===== src/rtl/ft2232h_fifo_arbiter_pkg.sv =====
// Shared definitions for the FT2232H 245 synchronous-FIFO arbiter:
// arbiter state encodings and the grant-direction tags.
package ft2232h_fifo_arbiter_pkg;

  typedef enum logic [2:0] {
    IDLE   = 3'd0,
    RX_OE  = 3'd1,
    RX     = 3'd2,
    TURN   = 3'd3,
    TX_DRV = 3'd4,
    TX     = 3'd5
  } state_t;

  typedef enum logic {
    GRANT_RX = 1'b0,
    GRANT_TX = 1'b1
  } grant_t;

endpackage


===== src/rtl/ft2232h_tx_hold.sv =====
// One-byte TX holding register between the user stream and the FT bus.
// A byte leaves only on an edge where WR# is low and TXE# is low.
module ft2232h_tx_hold (
  input  logic       clk,
  input  logic       reset,
  input  logic       tx_active,
  input  logic       burst_ok,
  input  logic       txe_n,
  input  logic [7:0] tx_data,
  input  logic       tx_valid,
  output logic [7:0] hold_data,
  output logic       hold_valid,
  output logic       hold_valid_next,
  output logic       tx_ready,
  output logic       send,
  output logic       consumed
);

  logic [7:0] hold_data_reg;
  logic       hold_valid_reg;
  logic       load;

  assign send            = tx_active & hold_valid_reg & burst_ok;
  assign consumed        = send & !txe_n;
  assign tx_ready        = !hold_valid_reg | consumed;
  assign load            = tx_valid & tx_ready;
  // A reload on the consuming edge keeps the register full for back-to-back bytes.
  assign hold_valid_next = load | (hold_valid_reg & !consumed);

  always_ff @(posedge clk or posedge reset) begin
    if (reset) begin
      hold_valid_reg <= 1'b0;
      hold_data_reg  <= 8'h00;
    end else begin
      hold_valid_reg <= hold_valid_next;
      if (load) begin
        hold_data_reg <= tx_data;
      end
    end
  end

  assign hold_data  = hold_data_reg;
  assign hold_valid = hold_valid_reg;

endmodule


===== src/rtl/ft2232h_fifo_arbiter.sv =====
// FT2232H 245 synchronous-FIFO bus controller: round-robin arbitration of
// the shared data bus between host->FPGA reads and FPGA->host writes.
module ft2232h_fifo_arbiter
  import ft2232h_fifo_arbiter_pkg::*;
#(
  parameter int MAX_BURST = 64
) (
  input  logic       clk,
  input  logic       reset,
  input  logic       rxf_n,
  input  logic       txe_n,
  input  logic [7:0] data_in,
  output logic [7:0] data_out,
  output logic       data_oe,
  output logic       oe_n,
  output logic       rd_n,
  output logic       wr_n,
  output logic [7:0] rx_data,
  output logic       rx_wr,
  input  logic       rx_afull,
  input  logic [7:0] tx_data,
  input  logic       tx_valid,
  output logic       tx_ready
);

  localparam int BW = $clog2(MAX_BURST + 1);
  localparam logic [BW-1:0] BURST_MAX  = BW'(MAX_BURST);
  localparam logic [BW-1:0] BURST_LAST = BW'(MAX_BURST - 1);
  localparam logic [BW-1:0] BURST_ONE  = BW'(1);

  state_t          state_reg, state_next;
  grant_t          last_grant_reg, last_grant_next;
  logic [BW-1:0]   burst_cnt_reg, burst_cnt_next;
  logic            oe_n_reg, oe_n_next;
  logic            rd_n_reg, rd_n_next;
  logic            data_oe_reg, data_oe_next;
  logic            rx_wr_reg, rx_wr_next;
  logic [7:0]      rx_data_reg, rx_data_next;

  logic [7:0] hold_data;
  logic       hold_valid, hold_valid_next, send, consumed;
  logic       rx_req, tx_req, grant_rx, grant_tx, rx_xfer;

  ft2232h_tx_hold u_tx_hold (
    .clk            (clk),
    .reset          (reset),
    .tx_active      (state_reg == TX),
    .burst_ok       (burst_cnt_reg < BURST_MAX),
    .txe_n          (txe_n),
    .tx_data        (tx_data),
    .tx_valid       (tx_valid),
    .hold_data      (hold_data),
    .hold_valid     (hold_valid),
    .hold_valid_next(hold_valid_next),
    .tx_ready       (tx_ready),
    .send           (send),
    .consumed       (consumed)
  );

  assign rx_req   = !rxf_n & !rx_afull;
  assign tx_req   = !txe_n & (hold_valid | tx_valid);
  // On a tie the direction not served last wins.
  assign grant_rx = rx_req & (!tx_req | (last_grant_reg == GRANT_TX));
  assign grant_tx = tx_req & !grant_rx;
  assign rx_xfer  = (state_reg == RX) & !rd_n_reg & !rxf_n;

  always_ff @(posedge clk or posedge reset) begin
    if (reset) begin
      state_reg      <= IDLE;
      last_grant_reg <= GRANT_TX;
      burst_cnt_reg  <= '0;
      oe_n_reg       <= 1'b1;
      rd_n_reg       <= 1'b1;
      data_oe_reg    <= 1'b0;
      rx_wr_reg      <= 1'b0;
      rx_data_reg    <= 8'h00;
    end else begin
      state_reg      <= state_next;
      last_grant_reg <= last_grant_next;
      burst_cnt_reg  <= burst_cnt_next;
      oe_n_reg       <= oe_n_next;
      rd_n_reg       <= rd_n_next;
      data_oe_reg    <= data_oe_next;
      rx_wr_reg      <= rx_wr_next;
      rx_data_reg    <= rx_data_next;
    end
  end

  always_comb begin
    state_next      = state_reg;
    last_grant_next = last_grant_reg;
    burst_cnt_next  = burst_cnt_reg;
    oe_n_next       = oe_n_reg;
    rd_n_next       = rd_n_reg;
    data_oe_next    = data_oe_reg;
    rx_wr_next      = 1'b0;
    rx_data_next    = rx_data_reg;
    case (state_reg)
      IDLE: begin
        if (grant_rx) begin
          state_next      = RX_OE;
          oe_n_next       = 1'b0;
          last_grant_next = GRANT_RX;
          burst_cnt_next  = '0;
        end else if (grant_tx) begin
          state_next      = TX_DRV;
          data_oe_next    = 1'b1;
          last_grant_next = GRANT_TX;
          burst_cnt_next  = '0;
        end
      end
      RX_OE: begin
        rd_n_next  = 1'b0;
        state_next = RX;
      end
      RX: begin
        if (rx_xfer) begin
          rx_data_next   = data_in;
          rx_wr_next     = 1'b1;
          burst_cnt_next = burst_cnt_reg + BURST_ONE;
        end
        if (rxf_n | rx_afull | (rx_xfer & (burst_cnt_reg == BURST_LAST))) begin
          rd_n_next  = 1'b1;
          oe_n_next  = 1'b1;
          state_next = TURN;
        end
      end
      TURN:   state_next = IDLE;
      TX_DRV: state_next = TX;
      TX: begin
        if (consumed) begin
          burst_cnt_next = burst_cnt_reg + BURST_ONE;
        end
        // Leave as soon as nothing is left to send or the burst budget is spent.
        if (txe_n | (burst_cnt_next == BURST_MAX) | !hold_valid_next) begin
          data_oe_next = 1'b0;
          state_next   = IDLE;
        end
      end
      default: state_next = IDLE;
    endcase
  end

  always_comb begin
    wr_n     = !send;
    oe_n     = oe_n_reg;
    rd_n     = rd_n_reg;
    data_oe  = data_oe_reg;
    data_out = hold_data;
    rx_wr    = rx_wr_reg;
    rx_data  = rx_data_reg;
  end

endmodule

===== config.mk =====
export PLATFORM = sky130hd
export DESIGN_NAME = ft2232h_fifo_arbiter
export DESIGN_NICKNAME = d
export VERILOG_FILES = /design/src/rtl/ft2232h_fifo_arbiter_pkg.sv /design/src/rtl/ft2232h_tx_hold.sv /design/src/rtl/ft2232h_fifo_arbiter.sv
export SDC_FILE = /design/constraint.sdc
export NUM_CORES = 1
export LEC_CHECK = 0
export CORE_UTILIZATION = 51
export DETAILED_ROUTE_END_ITERATION = 8
export PLACE_DENSITY = 0.81
export SLEW_MARGIN = 10
export SYNTH_ARGS = -nofsm -noshare
export SYNTH_HDL_FRONTEND = slang
export SYNTH_HIERARCHICAL = 1
export SYNTH_SLANG_ARGS = --single-unit

===== constraint.sdc =====
create_clock -name clk -period 4.5 [get_ports clk]
set_input_delay 0.675 -clock clk [delete_from_list [all_inputs] [get_ports clk]]
set_output_delay 0.675 -clock clk [all_outputs]
set_load 0.01 [all_outputs]

==> flow_summary_export.csv <==
group,metric,value,unit
outcome,status,"completed",
cells_and_area,nFillCells,232,
cells_and_area,fin_nets,213,
global_route,gr-total-overflow,0,
yosys,synth_area_per_cell,11.2,um2
setup_path,cp-start-kind,"flop",
sta,fin_skew,12.4,ps
power,finalPower,1.23,mW
yosys,synth_top_area_share,44.7,%
power,p_leak,0.910,nW
cells_and_area,multi_input_area,738,um2
yosys,synth.largest_area_cell,"dfrtp_1",
drt,firstDrtPassIters,4,
clock_network,post_cts_buffers,0,
sta,setup_viol,0,
power,p_per_area,580,nW/um2
die,start_util,53.6,%
flow_run,max_cap_violations,0,
yosys,netlist_area,1620,um2
setup_path,path_class,"flop to output pin",
cells_and_area,layout_common_cells,"clkdlybuf4s50_1, dfrtp_1, nand2_1, mux2_2",
sta,finalSetupTns,0,ps
sta,drv_slew,0,
yosys,synth-simple-area-share,14.9,%
clock_network,cts_buffer_depth,2,
drt,wl_per_cell,15.3,um
yosys,ys_seq_area_share,49.6,%
yosys,synth_xor_area_share,2.16,%
die,die_h,58.4,um
global_route,grt_max_degree,24,
die,core,3030,um2
drt,avgViaCountPerCell,5.56,
sta,slew_headroom,41.0,%
setup_path,end_kind,"output pin",
die,die-area,3410,um2
yosys,yosysWarnings,6,
global_route,grtUsageTotal,23.2,%
placed_design,dp.cells,227,
yosys,synth_enable_flop_cells,0,
sta,rsz0062_at_grt,"no",
clock_network,htree_levels,2,
min_path,hp-class,"flop to flop",
yosys,synth.distinct_cells,44,
clock_network,cts_resized,0,
placed_design,placed_cell_area,2070,um2
yosys,synth_flop_cell,"dfrtp_1",
drt,drt_iter0_drc,62,
placed_design,dp_hpwl,2700,um
clock_network,cts_buffers,5,
cells_and_area,regArea,805,um2
global_route,antenna_found_initial,0,
yosys,yosys-top-cells-area,"dfrtp_1, mux2_2, dfstp_2",
clock_network,cts_tree,"built",
clock_network,clk_latency,340,ps
placed_design,io_buffers,43,
yosys,synth_fa_ha_area_share,0.771,%
drt,drcViolationCount,0,
sta,worst_pin_slew,885,ps
cells_and_area,final_common_cell,"clkdlybuf4s50_1",
sta,final_hold_viol_count,0,
die,rows,20,
die,ios,44,
drt,finalWirelength,3580,um
yosys,synth_top_family_by_area,"compound AO/OA/AOI/OAI gates",
clock_network,ctsHoldBuffers,0,
clock_network,clk_pin_slew,90,ps
yosys,post_synth_inst_count,145,
cells_and_area,area_growth,30.3,%
drt,ant_nets,0,
power,max-vdd-ir-drop,0.332,mV
yosys,synth-compound-area-share,16.6,%
cells_and_area,n_antenna_cell,0,
placed_design,gp_congestion,0.909,
sta,fin_crit_sh,62.3,%
clock_network,cts-root-buf,"clkbuf_4",
global_route,grt_pass1_wl,5780,um
cells_and_area,fin_area,2110,um2
yosys,ys_async_sr_fraction,100,%
cells_and_area,fin_cells,235,
cells_and_area,drive_gt1_share,14.7,%
drt,vias,1307,
setup_path,path_max_fanout,11,
sta,min_period,2800,ps
die,fp.dieW,58.4,um
setup_path,crit_arrival,2130,ps
clock_network,clock-sinks,32,
setup_path,required,3830,ps
yosys,synth_mux_area_share,11.1,%
global_route,first_global_vias,1259,
yosys,synth.net_count,168,
yosys,ys_seq_elements,32,
sta,timing.fmax,0.357,GHz
-- path summary, 6_finish.rpt --
kind	start	to	slack [ps]	cells after the start
max	state_reg[1]$_DFFE_PP0P_	tx_ready	1700	5
min	oe_n$_DFFE_PP1P_	oe_n$_DFFE_PP1P_	490	2
max reg2reg	state_reg[1]$_DFFE_PP0P_	state_reg[0]$_DFFE_PP0P_	1760	7
min reg2reg	oe_n$_DFFE_PP1P_	oe_n$_DFFE_PP1P_	490	2
max in group asynchronous	reset	burst_cnt_reg[3]$_DFFE_PP0P_	3080	2
min in group asynchronous	reset	u_tx_hold/hold_data[5]$_DFFE_PP0P_	650	2
-- power breakdown --
| group | switching [mW] | internal [mW] | leakage [nW] |
|---|---|---|---|
| Combinational | 0.257 | 0.308 | 0.490 |
| Sequential | 0.0931 | 0.409 | 0.393 |
| Clock | 0.0958 | 0.0622 | 0.0265 |
-- through the flow --
stage	worst slack [ps]	hold slack, ps	utilization [%]
after floorplan	2380	459	-
after global placement	1880	469	68.2
after detailed placement	1760	481	68.2
after CTS	1700	496	69.8
after global routing	1570	513	69.8
final	1700	492	69.8
-- synthesized netlist by cell type, types with 3 or more instances --
cell type  count
dfrtp_1       29
nand2_1       15
mux2_2         9
a21oi_1        8
inv_1          8
mux2_1         7
nor2_1         6
a31oi_1        5
o31ai_1        4
dfstp_2        3
nand3b_1       3
nor3_1         3
xnor2_1        3
-- area by class of cell --
type                       count  share of cell area [%]
timing repair buffer          44                    20.7
multi-input combinational     99                    34.9
clock buffer                   8                    2.31
tap                           44                    2.60
sequential                    32                    38.0
inverter                       8                    1.42
-- logic make-up (layout without fill, tap and decap cells) --
group                    Yosys count  after routing
AND/OR/NAND/NOR                   43             43
AO/OA/AOI/OAI                     35             35
flip-flops                        32             32
multiplexers                      16             16
buffers and inverters             14             60
XOR/XNOR                           4              4
adder cells (fa/ha/maj)            1              1
-- worst max-delay path: stages, from the launching register on --
cell and delay, ps:
dfrtp_1 500, nand3b_1 290, inv_1 230, nand3b_4 120
nand2_1 100, clkdlybuf4s50_1 550
-- metal layers --
layer  vias to the layer above  wire length, um  GRT usage, %
met4                         0               77          12.9
met3                         9              224          6.59
met2                        47             1780          37.6
met5                         -                0             0
met1                       638             1500          28.0
li1                        613                -             -
Power figures use the tool's default switching activity.
